### src/rtl/mem_bus_arbiter.sv
// Arbitrates the instruction and data caches onto one memory port.
// Tracks in-flight loads by memory tag so that returned data reaches its owner.
module mem_bus_arbiter #(
  parameter int STARVE_LIMIT    = 4,
  parameter int MAX_OUTSTANDING = 8
) (
  input  logic        clock,
  input  logic        reset,
  input  logic [1:0]  icache_command,
  input  logic [63:0] icache_addr,
  input  logic [1:0]  dcache_command,
  input  logic [63:0] dcache_addr,
  input  logic [63:0] dcache_data,
  input  logic [1:0]  dcache_size,
  input  logic [3:0]  Imem2proc_response,
  input  logic [63:0] Imem2proc_data,
  input  logic [3:0]  Imem2proc_tag,
  output logic [1:0]  proc2mem_command,
  output logic [63:0] proc2mem_addr,
  output logic [63:0] proc2mem_data,
  output logic [1:0]  proc2mem_size,
  output logic [3:0]  icache_response,
  output logic [3:0]  dcache_response,
  output logic        icache_data_valid,
  output logic        dcache_data_valid,
  output logic [63:0] mem_data,
  output logic [3:0]  mem_tag,
  output logic [3:0]  outstanding_count
);
  localparam logic [1:0] BUS_NONE  = 2'd0;
  localparam logic [1:0] BUS_LOAD  = 2'd1;
  localparam logic [1:0] BUS_STORE = 2'd2;
  localparam logic [1:0] DOUBLE    = 2'd3;
  localparam int SW = (STARVE_LIMIT < 1) ? 1 : $clog2(STARVE_LIMIT + 1);

  typedef struct packed {
    logic vld;
    logic dside;
  } own_t;

  own_t [15:0]   owner_table;
  logic [SW-1:0] starve_cnt;
  logic          load_ok, i_want, d_want, i_prio, grant_i, grant_d;
  logic          load_acc, ret_hit;

  always_comb begin
    outstanding_count = '0;
    for (int i = 1; i < 16; i++)
      outstanding_count = outstanding_count + {3'b0, owner_table[i].vld};
  end

  // Loads stall when the tag table is full; stores never occupy an entry.
  assign load_ok = outstanding_count < 4'(MAX_OUTSTANDING);
  assign i_want  = !reset && icache_command == BUS_LOAD && load_ok;
  assign d_want  = !reset && (dcache_command == BUS_STORE ||
                              (dcache_command == BUS_LOAD && load_ok));
  assign i_prio  = starve_cnt == SW'(STARVE_LIMIT);
  assign grant_i = i_want && (i_prio || !d_want);
  assign grant_d = d_want && !grant_i;

  always_comb begin
    proc2mem_command = BUS_NONE;
    proc2mem_addr    = '0;
    proc2mem_data    = '0;
    proc2mem_size    = '0;
    if (grant_i) begin
      proc2mem_command = BUS_LOAD;
      proc2mem_addr    = {icache_addr[63:3], 3'b000};
      proc2mem_size    = DOUBLE;
    end else if (grant_d) begin
      proc2mem_command = dcache_command;
      proc2mem_addr    = {dcache_addr[63:3], 3'b000};
      proc2mem_data    = dcache_data;
      proc2mem_size    = dcache_size;
    end
  end

  assign icache_response   = grant_i ? Imem2proc_response : 4'd0;
  assign dcache_response   = grant_d ? Imem2proc_response : 4'd0;
  assign load_acc          = (grant_i || (grant_d && dcache_command == BUS_LOAD)) &&
                             Imem2proc_response != 4'd0;
  assign ret_hit           = !reset && Imem2proc_tag != 4'd0 && owner_table[Imem2proc_tag].vld;
  assign icache_data_valid = ret_hit && !owner_table[Imem2proc_tag].dside;
  assign dcache_data_valid = ret_hit &&  owner_table[Imem2proc_tag].dside;
  assign mem_data          = Imem2proc_data;
  assign mem_tag           = Imem2proc_tag;

  always_ff @(posedge clock) begin
    if (reset) begin
      owner_table <= '0;
      starve_cnt  <= '0;
    end else begin
      // Set after clear so a same-cycle reuse of a returning tag sticks.
      if (ret_hit) owner_table[Imem2proc_tag].vld <= 1'b0;
      if (load_acc) owner_table[Imem2proc_response] <= '{vld: 1'b1, dside: grant_d};
      if (icache_command == BUS_LOAD && !grant_i)
        starve_cnt <= i_prio ? starve_cnt : starve_cnt + SW'(1);
      else
        starve_cnt <= '0;
    end
  end
endmodule

### config.mk
export PLATFORM = sky130hd
export DESIGN_NAME = mem_bus_arbiter
export DESIGN_NICKNAME = d
export VERILOG_FILES = /design/src/rtl/mem_bus_arbiter.sv
export SDC_FILE = /design/constraint.sdc
export NUM_CORES = 1
export LEC_CHECK = 0
export ABC_AREA = 1
export CORE_AREA = 2 2 189 191
export DETAILED_ROUTE_END_ITERATION = 10
export DIE_AREA = 0 0 191 193
export GPL_TIMING_DRIVEN = 0
export SLEW_MARGIN = 15
export SYNTH_ARGS = -nofsm -noshare
export SYNTH_HDL_FRONTEND = slang
export SYNTH_SLANG_ARGS = --single-unit
export TNS_END_PERCENT = 10
### constraint.sdc
create_clock -name clock -period 5.3 [get_ports clock]
set_input_delay 0.53 -clock clock [delete_from_list [all_inputs] [get_ports clock]]
set_output_delay 0.53 -clock clock [all_outputs]
set_load 0.02 [all_outputs]
=== Word-level counts from Yosys, hierarchy flattened ===
Index checks and enable logic that the tools add are counted.

* Add/subtract/negate cells: 15
* Order comparisons: 5
* Equality and inequality tests: 4
* Muxes and demuxes: 21
* Bitwise gates (word level): 1
* Reduce and logical (&&, ||, !) cells: 25

{| class="wikitable"
|+ Operators with widths
! kind !! number
|-
| 2-to-1 mux 64 bit || 4
|-
| 2-to-1 mux 32 bit || 3
|-
| bitwise mux 32 bit || 2
|-
| adder 4 x 1 -> 4 bit || 11
|-
| demux 2 bit (select 4 bit) || 2
|-
| logical AND 1 bit || 15
|-
| 2-to-1 mux 2 bit || 7
|-
| < comparator 4 x 5 -> 1 bit (second input constant) || 2
|-
| binary-select mux 2 bit (select 4 bit) || 1
|-
| >= comparator 4 x 1 -> 1 bit (second input constant) || 2
|-
| 2-to-1 mux 4 bit || 2
|-
| nonzero test 4 bit || 2
|-
| adder 3 x 1 -> 4 bit || 1
|-
| == test 2 x 1 -> 1 bit (second input constant) || 2
|-
| zero test 1 bit || 4
|-
| < comparator 4 bit (second input constant) || 1
|-
| adder 2 x 1 -> 3 bit || 1
|-
| adder 3 x 1 -> 3 bit (second input constant) || 1
|-
| == test 3 bit (second input constant) || 1
|-
| logical OR 1 bit || 3
|-
| adder 1 x 1 -> 2 bit || 1
|-
| == test 2 bit (second input constant) || 1
|-
| OR reduction 2 bit || 1
|-
| NOT 1 bit || 1
|}

* Flip-flop bits (word level): 35
* Input port bits: 272
* Output and inout bits: 214
* Logic and storage cells: 104

=== Logic depth before layout (Yosys ltp) ===
* Depth in word-level cells: 27
* Gate-level depth with buffers: 18
* Depth with buffers taken out: 17

=== Least setup slack after synthesis ===
No wires, ideal clock.

* Path kind: reg-to-output
* From: reg owner_table[3] (netlist name)
* To: out proc2mem_addr[33]
* Arrival time: 3.867 ns
* Slack: 0.903 ns
* Stages on the path, launching flop included: 15
* Cells stage by stage: dfxtp_1 inv_1 fa_1 fa_1 fa_1 fa_1 inv_1 fa_1 nand3_1 nand3_1 o21ai_2 inv_2 buf_4 buf_6 a32o_1

* Word-level cells in the longest chain between the ends: 25
* Elaborated cells between the ends (all ways): 26
* Those cells by class: add/sub: 14; order compare: 1; mux: 2; reduce/logical: 9

{| class="wikitable"
|+ RTL lines
! item !! line !! text
|-
| start, declared || 41 || <nowiki>own_t [15:0] owner_table;</nowiki>
|-
| start signal, assigned by index || 95 || <nowiki>if (load_acc) owner_table[Imem2proc_response] <= '{vld: 1'b1, dside: grant_d};</nowiki>
|-
| adder 1 x 1 -> 2 bit * || 49 || <nowiki>outstanding_count = outstanding_count + {3'b0, owner_table[i].vld};</nowiki>
|-
| adder 2 x 1 -> 3 bit * || 49 ||
|-
| adder 3 x 1 -> 4 bit * || 49 ||
|-
| adder 4 x 1 -> 4 bit * (11 in series) || 49 ||
|-
| < comparator 4 bit * || 53 || <nowiki>assign load_ok = outstanding_count < 4'(MAX_OUTSTANDING);</nowiki>
|-
| logical AND 1 bit || 56 || <nowiki>(dcache_command == BUS_LOAD && load_ok));</nowiki>
|-
| logical OR 1 bit || 55 || <nowiki>assign d_want = !reset && (dcache_command == BUS_STORE ||</nowiki>
|-
| logical AND 1 bit || 55 ||
|-
| zero test 1 bit || 58 || <nowiki>assign grant_i = i_want && (i_prio || !d_want);</nowiki>
|-
| logical OR 1 bit || 58 ||
|-
| logical AND 1 bit || 58 ||
|-
| zero test 1 bit || 59 || <nowiki>assign grant_d = d_want && !grant_i;</nowiki>
|-
| logical AND 1 bit || 59 ||
|-
| 2-to-1 mux 64 bit || 70 || <nowiki>end else if (grant_d) begin</nowiki>
|-
| 2-to-1 mux 64 bit * || 66 || <nowiki>if (grant_i) begin</nowiki>
|-
| end, declared || 19 || <nowiki>output logic [63:0] proc2mem_addr,</nowiki>
|}

Mark *: on every way between the ends. The rest lies on a longest branch, timed or not.

=== Final worst setup path ===
* From: reg owner_table[3] (netlist name)
* To: out proc2mem_addr[60]

The elaborated chain is that of the path after synthesis.

==> flow_summary.yaml <==
cts:
  cts_buffers: 5
  clock_tree.root_cell: "clkbuf_16"
  cts_tree: "done"
  cts_hold_buf: 0
  clock_sinks: 35
  cts.clk_slew.worst_paths_ns: 0.05
  clk_path_buf_depth: 2
  clkLatencyLatePin_ns: 0.28
  htree_levels: 2
floorplan:
  dieArea_um2: 36900
  die_w_um: 191
  start_util: 0.120
  row_count: 69
  ioPinCount: 486
  die_h_um: 193
  core_um2: 35000
route:
  ant_nets: 0
  drc_errors: 0
  vias: 6103
  drtPass1Iterations: 6
  via_per_inst: 3.91
  wl_mm: 29.7
  wl_per_cell_um: 19.0
  drt_iter0_drc: 276
final_layout:
  fillers: 3868
  fin_nets: 1384
  final_common_cell: "clkdlybuf4s50_1"
  multiInputGateArea_um2: 2340
  final_cell_mix: "279 x clkdlybuf4s50_1, 130 x inv_1, 125 x nor2_1"
  design_area_um2: 8870
  seqCellArea_um2: 701
  drive_gt1_frac: 0.175
  area_growth_pct: 112
sta:
  fmax_mhz: 194
  rsz0062_at_grt: "yes"
  post-route-period-util: 0.973
  hold_viol_final: 0
  setup_viol: 0
  slew_headroom: 0.653
  slew_viol_final: 0
  timing.final.crit_period_ns: 5.16
  setup_tns_ns: 0
  whs_ns: 0.437
  tightest_slew_ns: 0.520
  finalClockSkew_ns: 0.00293
outcome:
  status: "completed"
setup_path:
  crit_arrival_ns: 4.63
  cp_max_fo: 10
  required_ns: 4.77
  worstSetupPathType: "flip-flop to primary output"
  crit_path_end_kind: "primary output"
  crit_path_start_kind: "flip-flop"
yosys:
  synth_async_sr_flop_share: 0
  yosys_warnings: 0
  ys_seq_area_frac: 0.167
  synth_enable_flop_cells: 0
  synth-seq-cells: 35
  netlist_area_um2: 4190
  synth_cells: 676
  synth_top_flop_cell: "dfxtp_1"
  syn_avg_cell_area_um2: 6.20
  ys_types: 32
placement:
  place.detailed.hpwl_mm: 26.6
  io_buffers: 410
  place_area_um2: 8880
  gp_routability_congestion: 0.867
global_route:
  first_global_vias: 6009
  track_usage: 0.152
  antenna_found_initial: 7
  grt_pass1_wl_mm: 40.2
  grt_max_degree: 12
  overflow: 0
power_and_ir_drop:
  power_mw: 1.27
  powerDensity_nw_per_um2: 144
  vdd_drop_max_mv: 0.110
  p_leak_nw: 4.31
worst_hold_path:
  hp-class: "flip-flop to flip-flop"
run:
  maxCapViolCount: 0
## cell type report
type                       count  area share
multi-input combinational    403       0.263
antenna                        1    0.000282
tap                          461      0.0650
timing repair buffer         413       0.431
inverter                     133      0.0566
clock inverter                 2     0.00395
sequential                    35      0.0790
clock buffer                   6      0.0157
buffer                       107      0.0853
## flip-flops by register name (all words and copies together) (netlist names)
name / flops
starve_cnt: 3
owner_table: 32
## where the power goes
group	total [mW]	leakage, nW	internal [mW]	switching (mW)
Combinational	0.662	3.94	0.324	0.338
Clock	0.343	0.0869	0.234	0.109
Sequential	0.269	0.282	0.267	0.00202
## per-stage QoR
step,util,instances,setup WS [ns]
after floorplan,-,678,0.903
after global placement,0.254,1549,-0.453
after detailed placement,0.254,1549,-0.523
after CTS,0.258,1560,-0.195
after global routing,0.254,1560,-0.0703
final,0.254,1561,0.144
## cell families (layout without fill, tap and decap cells)
family	after synthesis	after routing	share of synthesized area
other	1	4	0.000894
xor gates and xnor gates	3	3	0.00627
adders and majority gates	14	14	0.0597
DFF	35	35	0.167
buffers and inverters	240	661	0.290
AOI/OAI and AO/OA	107	107	0.208
and+or+nand+nor	276	276	0.269
## routing by layer
| layer | wire length, µm | vias to the layer above | global-route usage |
|---|---|---|---|
| met2 | 14400 | 291 | 0.267 |
| met1 | 12400 | 2842 | 0.184 |
| li1 | - | 2923 | - |
| met5 | 78 | - | 0 |
| met3 | 2410 | 35 | 0.0458 |
| met4 | 496 | 12 | 0.0244 |
## cells in the mapped netlist (2+ instances only)
library cell,n,area share
nor2_1,127,0.11
buf_1,7,0.0063
buf_6,4,0.011
nand4_1,2,0.0030
inv_1,130,0.12
inv_2,3,0.0027
buf_2,5,0.0060
clkbuf_1,17,0.015
nand2_4,2,0.0054
o21ai_0,9,0.011
o21ai_2,2,0.0042
nand2_2,2,0.0030
ha_1,4,0.012
buf_4,74,0.13
nand2_1,103,0.092
a21boi_0,2,0.0036
a21oi_1,24,0.029
dfxtp_1,35,0.17
nand3_1,36,0.043
fa_1,10,0.048
xnor2_1,2,0.0042
a32o_1,61,0.15
o22ai_1,6,0.0090
## repair_timing
item                       in CTS  in global routing
pin swaps                       1                  1
resized for setup             201                116
setup endpoints to repair     137                120
setup buffers                   3                  0
cloned                          0                  0
## path summary, 6_finish.rpt
kind	start	slack (ns)	end	depth (start not counted)
setup / recovery	owner_table[3]	0.14	proc2mem_addr[60]	15
hold / removal	owner_table[1]	0.44	owner_table[1]	2
setup reg to reg	owner_table[3]	1.01	owner_table[6]	17
hold reg to reg	owner_table[1]	0.44	owner_table[1]	2
## critical path, cell delays in order, from the launching register on
cell and delay (ns):
dfxtp_1 0.36, inv_1 0.07, fa_1 0.57, fa_2 0.46, fa_1 0.47, fa_1 0.49, inv_1 0.05, fa_1 0.39
nand3_2 0.14, nand3_2 0.15, o21ai_4 0.26, inv_2 0.09, buf_6 0.17, buf_6 0.15, a32o_1 0.19, dlygate4sd2_1 0.32
Power figures use the tool's default switching activity.
